## src/rtl/fetch_unit_pkg.sv

```systemverilog
// Shared constants and the prefetch-queue entry type for the fetch unit.
// PC fields are sized for the widest supported XLEN (64); narrower PCs are zero-extended.
package fetch_unit_pkg;

    localparam int ILEN     = 32;
    localparam int PC_INC   = 4;
    localparam int PC_MAX_W = 64;

    typedef struct packed {
        logic [PC_MAX_W-1:0] pc;
        logic [ILEN-1:0]     inst;
    } q_entry_t;

endpackage

```

## src/rtl/fetch_unit_sync_fifo.sv

```systemverilog
// Synchronous FIFO with flush; head is visible combinationally.
// A push on a full FIFO is accepted when a pop happens in the same cycle.
module sync_fifo #(
    parameter int WIDTH = 32,
    parameter int DEPTH = 4
) (
    input  logic                     clk,
    input  logic                     rst_n,
    input  logic                     push,
    input  logic [WIDTH-1:0]         push_data,
    input  logic                     pop,
    input  logic                     flush,
    output logic [WIDTH-1:0]         head_data,
    output logic                     full,
    output logic                     empty,
    output logic [$clog2(DEPTH):0]   count
);

    localparam int AW = $clog2(DEPTH);

    logic [WIDTH-1:0] mem_q [DEPTH];
    logic [AW-1:0]    wr_ptr_q, wr_ptr_d;
    logic [AW-1:0]    rd_ptr_q, rd_ptr_d;
    logic [AW:0]      count_q, count_d;
    logic             do_push, do_pop;

    always_comb begin
        full      = (count_q == (AW+1)'(DEPTH));
        empty     = (count_q == '0);
        count     = count_q;
        head_data = mem_q[rd_ptr_q];
        do_pop    = pop && !empty;
        do_push   = push && (!full || do_pop);
        wr_ptr_d  = wr_ptr_q;
        rd_ptr_d  = rd_ptr_q;
        count_d   = count_q;
        if (flush) begin
            wr_ptr_d = '0;
            rd_ptr_d = '0;
            count_d  = '0;
        end else begin
            if (do_push) wr_ptr_d = wr_ptr_q + AW'(1);
            if (do_pop)  rd_ptr_d = rd_ptr_q + AW'(1);
            count_d = count_q + (AW+1)'(do_push) - (AW+1)'(do_pop);
        end
    end

    always_ff @(posedge clk or negedge rst_n) begin
        if (!rst_n) begin
            wr_ptr_q <= '0;
            rd_ptr_q <= '0;
            count_q  <= '0;
        end else begin
            wr_ptr_q <= wr_ptr_d;
            rd_ptr_q <= rd_ptr_d;
            count_q  <= count_d;
        end
    end

    // Storage needs no reset: reads are qualified by count.
    always_ff @(posedge clk) begin
        if (do_push && !flush) mem_q[wr_ptr_q] <= push_data;
    end

endmodule

```

## src/rtl/fetch_unit.sv

```systemverilog
// Instruction fetch front end: credit-limited request issue, in-order tag FIFO,
// prefetch queue to decode, and redirect flush with stale-response discard.
module fetch_unit
    import fetch_unit_pkg::*;
#(
    parameter int               XLEN     = 64,
    parameter int               DEPTH    = 4,
    parameter logic [XLEN-1:0]  RESET_PC = '0
) (
    input  logic              clk,
    input  logic              reset,
    output logic              imem_req_valid,
    output logic [XLEN-1:0]   imem_req_addr,
    input  logic              imem_req_ready,
    input  logic              imem_rsp_valid,
    input  logic [ILEN-1:0]   imem_rsp_data,
    input  logic              redirect_valid,
    input  logic [XLEN-1:0]   redirect_pc,
    output logic              inst_valid,
    output logic [ILEN-1:0]   inst_data,
    output logic [XLEN-1:0]   inst_pc,
    input  logic              inst_ready
);

    localparam int CW = $clog2(DEPTH) + 1;
    localparam int SW = CW + 2;

    logic [XLEN-1:0] fetch_pc_q, fetch_pc_d;
    logic [CW-1:0]   discard_q, discard_d;
    logic [CW-1:0]   tag_count, q_count;
    logic            tag_full, tag_empty, q_full, q_empty;
    logic [XLEN-1:0] tag_pc;
    q_entry_t        q_push_data, q_head;
    logic [SW-1:0]   in_flight;
    logic            req_fire, rsp_drop, rsp_accept, inst_fire;

    // Credits cover queued instructions, live tags and responses still to be discarded.
    always_comb begin
        in_flight        = SW'(q_count) + SW'(tag_count) + SW'(discard_q);
        imem_req_valid   = reset && !redirect_valid && (in_flight < SW'(DEPTH));
        imem_req_addr    = fetch_pc_q;
        req_fire         = imem_req_valid && imem_req_ready;
        rsp_drop         = imem_rsp_valid && (redirect_valid || (discard_q != '0));
        rsp_accept       = imem_rsp_valid && !rsp_drop;
        inst_valid       = !q_empty;
        inst_fire        = inst_valid && inst_ready;
        inst_data        = inst_valid ? q_head.inst : '0;
        inst_pc          = inst_valid ? q_head.pc[XLEN-1:0] : '0;
        q_push_data.pc   = PC_MAX_W'(tag_pc);
        q_push_data.inst = imem_rsp_data;
    end

    always_comb begin
        fetch_pc_d = fetch_pc_q;
        discard_d  = discard_q;
        if (redirect_valid) begin
            fetch_pc_d = redirect_pc & ~XLEN'(3);
            // Every response still owed becomes a discard, minus one arriving right now.
            discard_d  = discard_q + tag_count + CW'(req_fire) - CW'(imem_rsp_valid);
        end else begin
            if (req_fire) fetch_pc_d = fetch_pc_q + XLEN'(PC_INC);
            if (imem_rsp_valid && (discard_q != '0)) discard_d = discard_q - CW'(1);
        end
    end

    always_ff @(posedge clk or negedge reset) begin
        if (!reset) begin
            fetch_pc_q <= RESET_PC;
            discard_q  <= '0;
        end else begin
            fetch_pc_q <= fetch_pc_d;
            discard_q  <= discard_d;
        end
    end

    sync_fifo #(.WIDTH(XLEN), .DEPTH(DEPTH)) u_tag_fifo (
        .clk       (clk),
        .rst_n     (reset),
        .push      (req_fire),
        .push_data (fetch_pc_q),
        .pop       (rsp_accept),
        .flush     (redirect_valid),
        .head_data (tag_pc),
        .full      (tag_full),
        .empty     (tag_empty),
        .count     (tag_count)
    );

    sync_fifo #(.WIDTH($bits(q_entry_t)), .DEPTH(DEPTH)) u_pf_queue (
        .clk       (clk),
        .rst_n     (reset),
        .push      (rsp_accept),
        .push_data (q_push_data),
        .pop       (inst_fire),
        .flush     (redirect_valid),
        .head_data (q_head),
        .full      (q_full),
        .empty     (q_empty),
        .count     (q_count)
    );

    always_ff @(posedge clk) begin
        if (reset) begin
            if (imem_rsp_valid) assert ((discard_q != '0) || !tag_empty);
            assert (!(req_fire && tag_full));
            assert (!(rsp_accept && q_full && !inst_fire));
        end
    end

endmodule

```

## config.mk

```make
export PLATFORM = sky130hd
export DESIGN_NAME = fetch_unit
export DESIGN_NICKNAME = d
export VERILOG_FILES = /design/src/rtl/fetch_unit_pkg.sv /design/src/rtl/fetch_unit_sync_fifo.sv /design/src/rtl/fetch_unit.sv
export SDC_FILE = /design/constraint.sdc
export NUM_CORES = 1
export LEC_CHECK = 0
export ABC_AREA = 0
export CAP_MARGIN = 10
export CORE_MARGIN = 2
export CORE_UTILIZATION = 35
export CTS_CLUSTER_SIZE = 28
export DETAILED_ROUTE_END_ITERATION = 16
export PLACE_DENSITY = 0.52
export SLEW_MARGIN = 20
export SYNTH_ARGS = -nofsm -noshare
export SYNTH_HDL_FRONTEND = slang
export SYNTH_HIERARCHICAL = 1
export SYNTH_SLANG_ARGS = --single-unit
```

## constraint.sdc

```tcl
create_clock -name clk -period 9.95 [get_ports clk]
set_input_delay 1.4925 -clock clk [delete_from_list [all_inputs] [get_ports clk]]
set_output_delay 1.4925 -clock clk [all_outputs]
set_load 0.02 [all_outputs]
```

==> results by group, run 1 <==
Flow run
  – Max-cap viol count: 0

Final layout
  – Final layout net count: 2,006
  – Layout Cells excl Fill: 3,020
  – Share of cells above drive strength 1: approximately 18%
  – Area grow syn2layout: 21.3%
  – # fillers: 7,369

Detailed routing
  – Antenna Nets Post-Route: 0
  – WL/cell: 25.3 um
  – Via density: between 5 and 6
  – Residual DRC: 0
  – Starting DRT DRC Count: 1,164
  – Vias post-DR: 15,900
  – Final WL: 76.3 mm
  – Detailed Routing Iterations Pass 1: 7

CTS
  – Reg clk slew, reported paths: 50 ps
  – CTS sink cnt: a little over 700
  – Clock latency on the worst-skew pair: 630 ps
  – CTS Root Cell: clkbuf_16
  – Total CTS buffers: just under 80
  – Clock Path Buffers: 3
  – Post-CTS Resized: 0
  – Number of H-tree levels: 3
  – Post-CTS Setup Bufs: 0
  – Hold-fix buffers at CTS: 0
  – CTS tree: yes

Place
  – Placed cells: about 2,900
  – PortBufs: 259
  – Placer Congestion: between 0.7 and 0.8
  – Final HPWL DP: 47.0 mm

Yosys
  – Synth Instances: around 1,600
  – Yosys warns: 6
  – Syn_area_per_cell: 18.6 um2
  – Synthesized area: 0.0294 mm2

Worst setup path
  – CP cell instances: inv_1 > fa_1 > nor2_1 > fa_1 > nor2_1 > o211ai_1 > buf_4 > a31oi_1 > clkdlybuf4s50_1
  – Crit. End Element: output pin
  – Worst path max stage delay: 700 ps
  – Req. time, crit path: 8460 ps
  – Slowest cell on the critical path: clkdlybuf4s50_1
  – Data arrival, critical path: 3950 ps
  – Crit path kind: reg -> out
  – Maximum fanout along the worst path: 8
  – CP startpoint kind: register

Global routing
  – Tot GR Track Use: 17.8%
  – Initial antenna violation count: 7
  – Largest net degree at the start of global routing: 72
  – First-pass GRT wire length: 112 mm
  – GRT Residual Overflow: 0
  – Vias in the first global route: 16,400

Hold path
  – Worst hold path class: reg -> reg

Timing
  – Relative slew slack: 28.2%
  – Worst Skew: 20.0 ps
  – Period utilization: between 50% and 60%
  – Final setup vio count: 0
  – Fin Setup TNS: 0 ps
  – RSZ-0062 raised after global routing: no
  – Fmax: 0.184 GHz
  – Fin crit period: about 5400 ps
  – Hold WS: between 500 and 600 ps
  – Measured slew at the worst slew-check pin: 1080 ps
  – Hold Violations, Final: 0
  – Final slew viol count: 0

Die
  – Die W: between 200 and 300 um
  – Die height: a little under 300 um
  – Core box area: 0.0834 mm2
  – Row count: 106
  – Die area: 0.0863 mm2
  – Top Ports: 264
  – Initial Utilization: between 30% and 40%

Pwr
  – Peak VDD IR: 0.108 mV
  – PD cells: 196 mW/mm2
  – Leak: 11.3 nW

Run status
  – Outcome: finished, final reports clean
==> area by class of cell <==
class | count | area [um2] | share of cell area [%]
diodes | 3 | 7.51 | 0.0211
multi-input cells | 752 | 7650 | 21.5
inverters | 38 | 143 | 0.400
clock buffers | 107 | 2150 | 6.05
repair buffers | 289 | 2810 | 7.89
flip-flops and latches | 719 | 21200 | 59.5
clock inverters | 32 | 302 | 0.846
well taps | 1080 | 1350 | 3.79
==> worst paths after layout <==
check,startpoint,endpoint,slack [ps],cells after the start
worst max-delay path,u_tag_fifo/count[1],imem_req_valid,4510,9
worst min register to register,imem_req_addr[58],u_tag_fifo/mem_q[0][58],510,0
worst min-delay path,imem_req_addr[58],u_tag_fifo/mem_q[0][58],510,0
worst max register to register,u_tag_fifo/count[1],u_tag_fifo/mem_q[2][63],4550,11
max in group asynchronous,reset,u_tag_fifo/rd_ptr_q[0],7900,2
min in group asynchronous,reset,imem_req_addr[48],700,1
==> power breakdown <==
| part | switching, mW | leakage (nW) | internal [mW] |
|---|---|---|---|
| Sequential | 0.137 | 6.74 | 3.39 |
| Clock | 1.16 | 1.19 | 1.62 |
| Combinational | 0.380 | 3.40 | 0.283 |
==> state kept, by name, summed over array words and instances, names as in the netlist <==
signal / flops
u_pf_queue/mem_q: 384
u_tag_fifo/wr_ptr_q: 2
discard_q: 3
u_pf_queue/wr_ptr_q: 2
u_pf_queue/count: 3
u_pf_queue/rd_ptr_q: 2
u_tag_fifo/count: 3
u_tag_fifo/rd_ptr_q: 2
u_tag_fifo/mem_q: 256
imem_req_addr: 62
==> layer usage <==
| layer | track usage (%) | vias to the layer above | wire [um] |
|---|---|---|---|
| li1 | - | 7018 | - |
| met3 | 3.66 | 102 | 4610 |
| met2 | 29.0 | 471 | 36800 |
| met5 | 0 | - | 28 |
| met4 | 4.82 | 4 | 1730 |
| met1 | 24.2 | 8309 | 33100 |
==> critical path, delay by kind of cell (launching register included) <==
| family | cells | cell delay [ps] |
|---|---|---|
| DFF | 1 | 530 |
| adders and majority gates | 2 | 960 |
| AOI/OAI and AO/OA | 2 | 450 |
| buffers and inverters | 3 | 1030 |
| and+or+nand+nor | 2 | 350 |
==> metrics by stage <==
step	area (um2)	util (%)	power (mW)	setup slack, ps
after global routing	35600	42.7	7.23	4240
after floorplan	29400	-	3.88	4500
final	35600	42.7	6.97	4510
after detailed placement	33200	39.8	4.26	4160
after global placement	33200	39.8	4.25	4220
after CTS	35600	42.7	7.06	4440
==> cell usage in the layout, fill, tap and decap left out, drive strengths merged, types with 11 or more instances in the layout <==
cell and instances:
clkdlybuf4s50 257, and4 12, or4 29, nand4 29
a21oi 15, nand3 48, nor2 31, nor4 16
buf 32, o311ai 11, o21ai 24, clkinv 24
edfxtp 640, and2 19, o211ai 17, a221o 14
dfrtp 79, nand2 57, inv 41, ha 18
clkbuf 107, nor2b 105, mux4 160
Note: power is estimated with default switching activity, not from simulation.
==> inputs of run 2 (changes only) <==
==> constraint.sdc (replaced) <==
create_clock -name clk -period 5.47 [get_ports clk]
set_input_delay 0.8205 -clock clk [delete_from_list [all_inputs] [get_ports clk]]
set_output_delay 0.8205 -clock clk [all_outputs]
set_load 0.02 [all_outputs]
==> results by group, run 2 (synthesized netlist as in run 1, its figures left out) <==
Run status
  – Outcome: finished, final reports clean

Worst setup path
  – R2R depth: 16
  – Crit path from: u_tag_fifo/count[1]
  – Data arrival, critical path: 3820 ps
  – WP depth: 8
  – Worst path max stage delay: 690 ps
  – Worst Path Buf+Inv: 2
  – CP cell instances: inv_1 > fa_1 > nor2_1 > fa_1 > nor2_1 > o211ai_1 > a31oi_1 > clkdlybuf4s50_1
  – Slowest cell on the critical path: clkdlybuf4s50_1
  – Maximum fanout along the worst path: 6
  – Crit path kind: reg -> out
  – Worst R2R Setup Slack: approximately 1100 ps
  – Crit. End Element: output pin
  – R2r endpoint: u_tag_fifo/count[2]
  – CP Capture Point: imem_req_valid
  – Req. time, crit path: approximately 4700 ps
  – CP startpoint kind: register
  – Launch point of the worst reg-to-reg path: u_tag_fifo/count[1]
  – Delay-heaviest family, CP: adder cells

Die
  – Core box area: 0.0834 mm2
  – Die area: 0.0863 mm2
  – Die height: 294 um
  – Top Ports: 264
  – Die W: 294 um
  – Row count: 106
  – Initial Utilization: 35.2%

CTS
  – CTS sink cnt: 719
  – CTS Root Cell: clkbuf_16
  – Post-CTS Setup Bufs: 0
  – Post-CTS Resized: 0
  – Hold-fix buffers at CTS: 0
  – Total CTS buffers: 80
  – Reg clk slew, reported paths: 60 ps
  – CTS tree: yes
  – Clock latency on the worst-skew pair: 620 ps
  – Clock Path Buffers: 3
  – Number of H-tree levels: 3

Timing
  – Measured slew at the worst slew-check pin: 1130 ps
  – RSZ-0062 raised after global routing: no
  – Fin crit period: 4640 ps
  – Hold Violations, Final: 0
  – Hold WS: 46.1 ps
  – Final setup vio count: 0
  – Period utilization: roughly 85%
  – Fmax: 0.215 GHz
  – Worst Skew: 20.9 ps
  – Fin Setup TNS: 0 ps
  – Final slew viol count: 0
  – Relative slew slack: 24.2%

Flow run
  – Max-cap viol count: 0

Final layout
  – Share of cells above drive strength 1: 18.8%
  – Reg with most FFs: u_pf_queue/mem_q
  – Area occupied by multi-input gates: 0.00765 mm2
  – Area grow syn2layout: 21.8%
  – # fillers: around 7,300
  – Most common cell after layout, fill and taps aside: edfxtp_1
  – Final layout net count: 2,017
  – Seq. cell area: 0.0212 mm2
  – Largest register FFs: approximately 380
  – Most frequent cells in the layout: 640 x edfxtp_1, 257 x clkdlybuf4s50_1, 160 x mux4_2

Global routing
  – Initial antenna violation count: 8
  – Largest net degree at the start of global routing: between 90 and 100
  – GRT Residual Overflow: 0
  – Vias in the first global route: 16,600
  – Tot GR Track Use: 17.8%
  – First-pass GRT wire length: between 100 and 150 mm

Pwr
  – PD cells: 353 mW/mm2
  – Leak: around 11 nW
  – Peak VDD IR: 0.190 mV

Hold path
  – Worst hold path class: in -> async

Place
  – Final HPWL DP: 47.8 mm
  – Placer Congestion: 0.784
  – PortBufs: about 260

Detailed routing
  – WL/cell: 25.3 um
  – Detailed Routing Iterations Pass 1: 5
  – Via density: about 5.3
  – Antenna Nets Post-Route: 0
  – Vias post-DR: around 16,000
  – Residual DRC: 0
  – Starting DRT DRC Count: 1,308
  – Final WL: 76.9 mm
==> run 2: worst reg2reg max path: cells and delay by family, from the launching register on <==
family                     cells  cell delay [ps]
AOI/OAI and AO/OA              2              620
xor gates and xnor gates       1              170
adders and majority gates      4             1460
buffers and inverters          4              670
DFF                            1              550
and+or+nand+nor                5              820
==> run 2: final cells by class <==
type                       instances  area share (%)
sequential                       719            59.3
multi-input combinational        752            21.4
timing repair buffer             299            8.35
clock buffer                     100            5.89
tap                             1080            3.78
clock inverter                    44           0.899
inverter                          38           0.399
antenna                            3          0.0210
==> run 2: routing by layer <==
layer  GRT usage (%)  part of all wire (%)  vias up
met4            4.68                   2.0        0
li1                -                     -     7042
met1            24.5                    44     8466
met2            28.8                    48      497
met3            3.93                   6.3      107
met5               0                     0        -
==> run 2: worst min path at each step <==
| stage | startpoint | endpoint | slack (ps) | cells after the start |
|---|---|---|---|---|
| after floorplan | reset | discard_q[0] | 520 | 0 |
| after global placement | discard_q[1] | discard_q[1] | 550 | 2 |
| after detailed placement | discard_q[1] | discard_q[1] | 590 | 2 |
| after CTS | reset | u_pf_queue/count[0] | 7 | 1 |
| after global routing | reset | u_pf_queue/count[0] | 30 | 1 |
| final | reset | u_pf_queue/count[0] | 50 | 1 |
==> run 2: where the power goes <==
group | switching (mW) | internal (mW) | total [mW]
clock network | 2.14 | 2.84 | 4.98
logic | 0.709 | 0.526 | 1.23
registers | 0.249 | 6.16 | 6.41
total | 3.10 | 9.53 | 12.6
==> run 2: stage by stage <==
step | utilization, % | worst slack [ps] | total power, mW | instances | instance area [um2]
6_report | 42.9 | 826 | 12.6 | 3035 | 35800
5_1_grt | 42.9 | 629 | 13.1 | 3032 | 35800
4_1_cts | 42.9 | 781 | 12.8 | 3032 | 35800
3_5_place_dp | 40.0 | 1030 | 7.78 | 2888 | 33300
3_3_place_gp | 40.0 | 1080 | 7.74 | 2888 | 33300
2_1_floorplan | - | 22.6 | 7.06 | 1590 | 29400
